--- config.mk ---
export PLATFORM = sky130hd
export DESIGN_NAME = ofs_plat_axi_stream_if_buffer
export DESIGN_NICKNAME = d
export VERILOG_FILES = /design/src/rtl/ofs_plat_axi_stream_buf_pkg.sv /design/src/rtl/ofs_plat_axi_stream_buf_ram.sv /design/src/rtl/ofs_plat_axi_stream_if_buffer.sv
export SDC_FILE = /design/constraint.sdc
export NUM_CORES = 2
export LEC_CHECK = 0
export BUFFER_PORTS_ARGS = -buffer_cell sky130_fd_sc_hd__buf_2
export CAP_MARGIN = 40
export CORE_MARGIN = 2
export CORE_UTILIZATION = 52
export CTS_CLUSTER_SIZE = 14
export DETAILED_ROUTE_END_ITERATION = 8
export GPL_TIMING_DRIVEN = 0
export HOLD_SLACK_MARGIN = 0.15
export PLACE_DENSITY_LB_ADDON = 0.25
export RECOVER_POWER = 100
export SETUP_SLACK_MARGIN = 0.15
export SYNTH_ARGS = -nofsm -noshare
export SYNTH_HDL_FRONTEND = slang
export SYNTH_SLANG_ARGS = --single-unit
--- constraint.sdc ---
create_clock -name clk -period 87.4 [get_ports clk]
set_clock_uncertainty 0.15 [all_clocks]
set_input_delay 17.48 -clock clk [delete_from_list [all_inputs] [get_ports clk]]
set_output_delay 17.48 -clock clk [all_outputs]
set_load 0.05 [all_outputs]
--- src/rtl/ofs_plat_axi_stream_buf_pkg.sv ---
// Shared types and width helpers for the registered AXI stream buffer.
// Latency: n/a (types and constant functions only).
// Backpressure: n/a.
// Contents: beat struct macro {tuser, tlast, tkeep, tdata}; count/pointer/beat width helpers.

`ifndef OFS_PLAT_AXI_STREAM_BUF_PKG_SV
`define OFS_PLAT_AXI_STREAM_BUF_PKG_SV

// A package cannot carry a typedef parameterised by a module's widths, so the
// beat layout is provided as a macro and expanded inside each user module.
`define OFS_PLAT_AXIS_BEAT_T(DW, UW) \
   struct packed { \
      logic [(UW)-1:0]   tuser; \
      logic              tlast; \
      logic [(DW)/8-1:0] tkeep; \
      logic [(DW)-1:0]   tdata; \
   }

package ofs_plat_axi_stream_buf_pkg;

   // Width of an occupancy counter able to hold 0..depth inclusive.
   function automatic int cnt_width(input int depth);
      return $clog2(depth + 1);
   endfunction

   // Width of a pointer into a depth-entry array (at least one bit).
   function automatic int ptr_width(input int depth);
      return (depth > 1) ? $clog2(depth) : 1;
   endfunction

   // Packed width of one beat: tuser + tlast + tkeep + tdata.
   function automatic int beat_width(input int dw, input int uw);
      return uw + 1 + dw / 8 + dw;
   endfunction

endpackage

`endif

--- src/rtl/ofs_plat_axi_stream_buf_ram.sv ---
// Simple dual-port beat storage: one synchronous write port, one registered read port.
// Latency: rdata_o reflects raddr_i one clock after it is presented.
// Backpressure: none; the owner guarantees it never overwrites an unread entry.
// Ports: clk; we_i/waddr_i/wdata_i write port; raddr_i read address; rdata_o registered read data.

module ofs_plat_axi_stream_buf_ram #(
   parameter int DEPTH = 4,
   parameter int WIDTH = 8,
   parameter int AW    = 2
) (
   input  logic             clk,
   input  logic             we_i,
   input  logic [AW-1:0]    waddr_i,
   input  logic [WIDTH-1:0] wdata_i,
   input  logic [AW-1:0]    raddr_i,
   output logic [WIDTH-1:0] rdata_o
);

   logic [WIDTH-1:0] mem [DEPTH];
   logic [WIDTH-1:0] rdata_q;

   // Write-first on an address collision: the owner reads the slot it is
   // writing in the same cycle whenever the storage is about to hold exactly
   // that one beat at its head, and must see the new value a cycle later.
   always_ff @(posedge clk) begin
      if (we_i) begin
         mem[waddr_i] <= wdata_i;
      end
      if (we_i && (waddr_i == raddr_i)) begin
         rdata_q <= wdata_i;
      end else begin
         rdata_q <= mem[raddr_i];
      end
   end

   assign rdata_o = rdata_q;

endmodule

--- src/rtl/ofs_plat_axi_stream_if_buffer.sv ---
// Registered elastic AXI stream buffer (DEPTH beats) with occupancy/packet status.
// Latency: 1 cycle push-to-visible; 1 beat/cycle sustained; all outputs registered.
// Backpressure: src_tready is registered (count_next < DEPTH); a full buffer loses one input cycle after a pop.
// Ports: clk, reset_n (async, active-low); src_* AXI-S slave; snk_* AXI-S master;
//        count (held beats), almost_full (count >= ALMOST_FULL_THRESH), pkt_count (held beats with tlast).

module ofs_plat_axi_stream_if_buffer
   import ofs_plat_axi_stream_buf_pkg::*;
#(
   parameter int DATA_WIDTH         = 512,
   parameter int USER_WIDTH         = 1,
   parameter int DEPTH              = 4,
   parameter int ALMOST_FULL_THRESH = DEPTH - 1
) (
   input  logic                       clk,
   input  logic                       reset_n,

   input  logic                       src_tvalid,
   output logic                       src_tready,
   input  logic [DATA_WIDTH-1:0]      src_tdata,
   input  logic [DATA_WIDTH/8-1:0]    src_tkeep,
   input  logic                       src_tlast,
   input  logic [USER_WIDTH-1:0]      src_tuser,

   output logic                       snk_tvalid,
   input  logic                       snk_tready,
   output logic [DATA_WIDTH-1:0]      snk_tdata,
   output logic [DATA_WIDTH/8-1:0]    snk_tkeep,
   output logic                       snk_tlast,
   output logic [USER_WIDTH-1:0]      snk_tuser,

   output logic [$clog2(DEPTH+1)-1:0] count,
   output logic                       almost_full,
   output logic [$clog2(DEPTH+1)-1:0] pkt_count
);

   localparam int CW = cnt_width(DEPTH);
   localparam int PW = ptr_width(DEPTH);
   localparam int BW = beat_width(DATA_WIDTH, USER_WIDTH);

   localparam logic [CW-1:0] DEPTH_C = CW'(DEPTH);
   localparam logic [CW-1:0] AF_C    = CW'(ALMOST_FULL_THRESH);

   typedef `OFS_PLAT_AXIS_BEAT_T(DATA_WIDTH, USER_WIDTH) beat_t;

   beat_t          src_beat;
   beat_t          ram_rdata;
   logic [BW-1:0]  ram_rdata_raw;

   beat_t          head_q,     head_d;
   logic           head_vld_q, head_vld_d;
   logic [PW-1:0]  wr_ptr_q,   wr_ptr_d;
   logic [PW-1:0]  rd_ptr_q,   rd_ptr_d;
   logic [CW-1:0]  count_q,    count_d;
   logic [CW-1:0]  pkt_q,      pkt_d;
   logic           src_rdy_q,  src_rdy_d;
   logic           af_q,       af_d;

   logic           push;
   logic           pop;
   logic           head_load;
   logic [CW-1:0]  st_cnt;
   logic           st_empty;
   logic           ram_we;

   assign src_beat  = {src_tuser, src_tlast, src_tkeep, src_tdata};
   assign ram_rdata = beat_t'(ram_rdata_raw);

   // The head register carries the oldest beat; the RAM holds everything
   // behind it. The RAM is always reading the slot that will be the next head
   // (rd_ptr_d), so its registered output is ready the moment the head drains.
   always_comb begin
      push       = src_tvalid & src_rdy_q;
      pop        = head_vld_q & snk_tready;
      st_cnt     = count_q - CW'(head_vld_q);
      st_empty   = (st_cnt == '0);
      head_load  = pop | ~head_vld_q;

      head_d     = head_q;
      head_vld_d = head_vld_q;
      rd_ptr_d   = rd_ptr_q;
      ram_we     = push;

      if (head_load) begin
         if (!st_empty) begin
            head_d     = ram_rdata;
            head_vld_d = 1'b1;
            rd_ptr_d   = rd_ptr_q + PW'(1);
         end else if (push) begin
            // Nothing stored behind the head: the new beat goes straight
            // into the head and never touches the RAM.
            head_d     = src_beat;
            head_vld_d = 1'b1;
            ram_we     = 1'b0;
         end else begin
            head_vld_d = 1'b0;
         end
      end

      wr_ptr_d  = wr_ptr_q + PW'(ram_we);
      count_d   = count_q + CW'(push) - CW'(pop);
      pkt_d     = pkt_q + CW'(push & src_tlast) - CW'(pop & head_q.tlast);
      src_rdy_d = (count_d < DEPTH_C);
      af_d      = (count_d >= AF_C);
   end

   always_ff @(posedge clk or negedge reset_n) begin
      if (!reset_n) begin
         head_q     <= '0;
         head_vld_q <= 1'b0;
         wr_ptr_q   <= '0;
         rd_ptr_q   <= '0;
         count_q    <= '0;
         pkt_q      <= '0;
         src_rdy_q  <= 1'b0;
         af_q       <= 1'b0;
      end else begin
         head_q     <= head_d;
         head_vld_q <= head_vld_d;
         wr_ptr_q   <= wr_ptr_d;
         rd_ptr_q   <= rd_ptr_d;
         count_q    <= count_d;
         pkt_q      <= pkt_d;
         src_rdy_q  <= src_rdy_d;
         af_q       <= af_d;
      end
   end

   ofs_plat_axi_stream_buf_ram #(
      .DEPTH (DEPTH),
      .WIDTH (BW),
      .AW    (PW)
   ) u_ram (
      .clk     (clk),
      .we_i    (ram_we),
      .waddr_i (wr_ptr_q),
      .wdata_i (src_beat),
      .raddr_i (rd_ptr_d),
      .rdata_o (ram_rdata_raw)
   );

   assign src_tready  = src_rdy_q;
   assign snk_tvalid  = head_vld_q;
   assign snk_tdata   = head_q.tdata;
   assign snk_tkeep   = head_q.tkeep;
   assign snk_tlast   = head_q.tlast;
   assign snk_tuser   = head_q.tuser;
   assign count       = count_q;
   assign almost_full = af_q;
   assign pkt_count   = pkt_q;

`ifndef SYNTHESIS
   localparam bit PARAM_OK = (DATA_WIDTH > 0) && ((DATA_WIDTH % 8) == 0) &&
                             (USER_WIDTH >= 1) && (DEPTH >= 2) &&
                             ((DEPTH & (DEPTH - 1)) == 0) &&
                             (ALMOST_FULL_THRESH >= 1) && (ALMOST_FULL_THRESH <= DEPTH);

   a_param_ok: assert property (@(posedge clk) PARAM_OK)
      else $error("illegal parameter combination");
   a_no_push_full: assert property (@(posedge clk) disable iff (!reset_n)
      !(push && (count_q == DEPTH_C)))
      else $error("push while full");
   a_no_pop_empty: assert property (@(posedge clk) disable iff (!reset_n)
      !(pop && (count_q == '0)))
      else $error("pop while empty");
   a_pkt_le_count: assert property (@(posedge clk) disable iff (!reset_n)
      (pkt_q <= count_q))
      else $error("pkt_count exceeds count");
`endif

endmodule

==> results.md <==
* Status: complete, but fails checks
* Violated checks: capacitance limit, slew limit
* Area fraction in compound gates after synthesis at 0.1048
* Count of different cell masters after synthesis at 31
* Area share of and/or/nand/nor cells after synthesis at 0.0006870
* Power per unit of standard cell area at 40.24 nW/µm²
* Element type at the critical path start: primary input
* Setup Slack @ Placement at about 64,000 ps
* Ratio of routed vias to standard cells at 6.332
* Worst setup path endpoint: snk_tdata[442]
* Most frequent cell on the critical path: sky130_fd_sc_hd__clkbuf_1
* Data arrival at the endpoint of the critical path at ~32,000 ps
* Dominant combinational cell family by area after synthesis: multiplexers
* Final min period at ~32,000 ps
* Slowest-stage cell, CP: sky130_fd_sc_hd__clkbuf_1
* Level count of the clock H-tree at 5
* Final wirelength at between 300,000 and 400,000 µm
* Mean routed wirelength per cell at 30.86 µm
* Post-synthesis instance total at roughly 5,000
* Proportion of layout cells with a drive suffix above 1 at 0.1605
* Post-route setup slack at 54,970 ps
* Multi-input combinational cell area at 24,930 µm²
* Die Footprint at around 220,000 µm²
* TritonCTS clock tree: yes
* Cells resized by post-CTS repair at 0
* Syn Nets at about 5,700
* Post-CTS setup buffers at 0
* Width of the die at between 400 and 500 µm
* Total gr overflow at 0
* Adder-cell share of the synthesized area at 0.0009236
* Final instance area at around 130,000 µm²
* Pin count of the biggest net entering global routing at 102
* Total GRT Usage at 0.2817
* Cell count of the worst reg-to-reg path at 10
* Post-route antenna net violation count at 0
* Pins Over Slew Limit at 1,798
* Clock Pin Slew Worst Setup and Hold Paths at ~60 ps
* Commonest non-fill, non-tap cell in the layout: sky130_fd_sc_hd__edfxtp_1
* Cell-by-cell trace of the critical path: clkbuf_1 > clkbuf_1 > clkbuf_1 > clkbuf_1
* Initial DRT Pass Iterations at 5
* Critical path endpoint category: asynchronous set/reset pin
* Fill count at around 16,000
* Launching instance or port of the critical path: reset_n
* Multiplexer share of the synthesized area at 0.1172
* Ratio of final minimum period to clock period at 0.3710
* Critical Path RT at 86,790 ps
* Fmax at between 30 and 40 MHz
* Final HPWL from detailed placement at roughly 220,000 µm
* Commonest non-fill, non-tap cells in the layout: sky130_fd_sc_hd__edfxtp_1, sky130_fd_sc_hd__clkbuf_1, sky130_fd_sc_hd__dfrtp_1
* Post-synthesis cell area at ~110,000 µm²
* Area of the core region at 212,300 µm²
* Seq. cell area at 84,260 µm²
* Cts hold-fix bufs at 0
* Final total negative setup slack at 0 ps
* Highest cell delay on the worst timing path at 4420 ps
* Hold Fails Final Rpt at 0
* RSZ-0062 raised after global routing: no
* Number of primary I/O pins at 1,169
* Critical path type: primary input to asynchronous set/reset pin
* Endpoints failing setup at 0
* Slew of the pin with the lowest slew margin at 6087 ps
* Cell area reported after detailed placement at 123,200 µm²
* Synthesis-stage register bit count at 2,905
* Max_cap viols at 35
* Minimum setup slack among reg-to-reg paths at approximately 74,000 ps
* Proportion of synthesized chip area in sequential cells at 0.7584
* Count of port buffers added during placement at between 1,000 and 1,500
* Xor/xnor cell area share of the yosys netlist at 0.0006307
* Later-pin clock latency in the skew report at approximately 950 ps
* CTS max path bufs at 4
* Peak fanout along the critical path at slightly above 100
* Die Y-Extent at 466.2 µm
* Clock sinks at 2,905
* Number of antenna violations at the first check in global routing at 145
* Wire length of the first global-routing pass at 446,600 µm
* Worst supply voltage drop on vdd at 33.00 µV
* DRC violation total after the first TritonRoute iteration at 7,041
* Worst min-delay path class: register to register
* Routed vias at 63,750
* Initial core utilization at 0.5233
* DRC violation count after routing at 0
* Clock Tree Root: sky130_fd_sc_hd__clkbuf_16
* Area growth from synthesis to layout at 17.16%
* Leakage at 0.04710 µW
* Worst slew margin at -3.058
* Post-Syn Area per Cell at between 20 and 25 µm²
* RD Place Congestion at 0.8755
* # rows at roughly 170
* Vias in the first global route at 64,761
* Number of synthesis warnings at 0
* R2R Path End: u_ram.mem[2][261]
* CTS buffer count at slightly above 300
* Worst r2r src: snk_tvalid
* Final #Nets at 7,512
## Yosys cell counts, drive strengths merged
cell type  number  area [µm²]
and3            1       6.260
nand3           2       10.01
clkbuf        271        1017
a221o         578        5786
xor2            3       26.28
ha              5       62.56
inv             7       26.28
nor2            1       3.750
and2            1       6.260
dfxtp           2       40.04
edfxtp       2312       69430
o211ai          1       7.510
fa              2       40.04
a2111oi         2       17.52
xnor2           5       43.79
buf           179       880.8
nand2           5       18.77
a21oi           1       5.000
nand2b          2       12.51
o21ai           1       5.000
nor2b           1       6.260
or2             1       6.260
o2111a          2       22.52
nor4            1       6.260
a21o            1       7.510
o211a         578        5786
o31ai           1       7.510
dfrtp         591       14790
mux4          578       13020
## worst min path at each step
stage | startpoint | to | slack (ps) | cells past startpoint
finish | rd_ptr_q[1] | rd_ptr_q[1] | 330 | 1
global route | rd_ptr_q[1] | rd_ptr_q[1] | 360 | 1
CTS | rd_ptr_q[1] | rd_ptr_q[1] | 330 | 1
detailed placement | rd_ptr_q[1] | rd_ptr_q[1] | 310 | 1
global placement | rd_ptr_q[1] | rd_ptr_q[1] | 310 | 1
floorplan | rd_ptr_q[1] | rd_ptr_q[1] | 290 | 1
## registers in the layout, indices dropped and copies added (netlist names), 2 cells and up, named ones only
signal / count
count: 3
pkt_count: 3
rd_ptr_q: 2
snk_tdata: 512
snk_tkeep: 64
u_ram.mem: 2312
wr_ptr_q: 2
## cell type report
class                   instances  area share
inverters                       7   0.0002019
repair buffers               1479     0.04466
clock inverters               116    0.007720
diodes                         88    0.001692
multi-input cells            1773      0.1915
flip-flops and latches       2905      0.6474
well taps                    2821     0.02712
plain buffers                 450     0.01409
clock buffers                 429     0.06559
## layer usage
layer / global-route usage / wire, µm / up-vias
li1: - / - / 26124
met1: 0.3526 / 110800 / 33574
met2: 0.4432 / 150700 / 3215
met3: 0.08887 / 31890 / 735
met4: 0.1478 / 16770 / 102
met5: 0 / 602 / -
## critical path, delay by kind of cell
kind,cells,cell delay (ps)
buffers and inverters,4,13860
## stage by stage
| step | power (µW) | utilization | hold WS (ps) | std cells |
|---|---|---|---|---|
| 2_1_floorplan | 3611 | - | 290.0 | 5135 |
| 3_3_place_gp | 4477 | 0.5674 | 307.8 | 9124 |
| 3_5_place_dp | 4064 | 0.5804 | 309.9 | 9435 |
| 4_1_cts | 5319 | 0.6254 | 332.2 | 9980 |
| 5_1_grt | 5436 | 0.6127 | 361.7 | 10038 |
| 6_report | 5237 | 0.6131 | 332.8 | 10068 |
## kinds of logic after synthesis
kind of cell	count (synthesis)
DFF	2905
AOI/OAI and AO/OA	1165
muxes	578
buffers and inverters	457
and+or+nand+nor	15
xor gates and xnor gates	8
adders and majority gates	7
## report_power, final
part	internal, µW	total [µW]	switching, µW
Combinational	643	2040	1400
Clock	726	1250	521
Sequential	1820	1950	127
(Power assumes the default switching activity.)
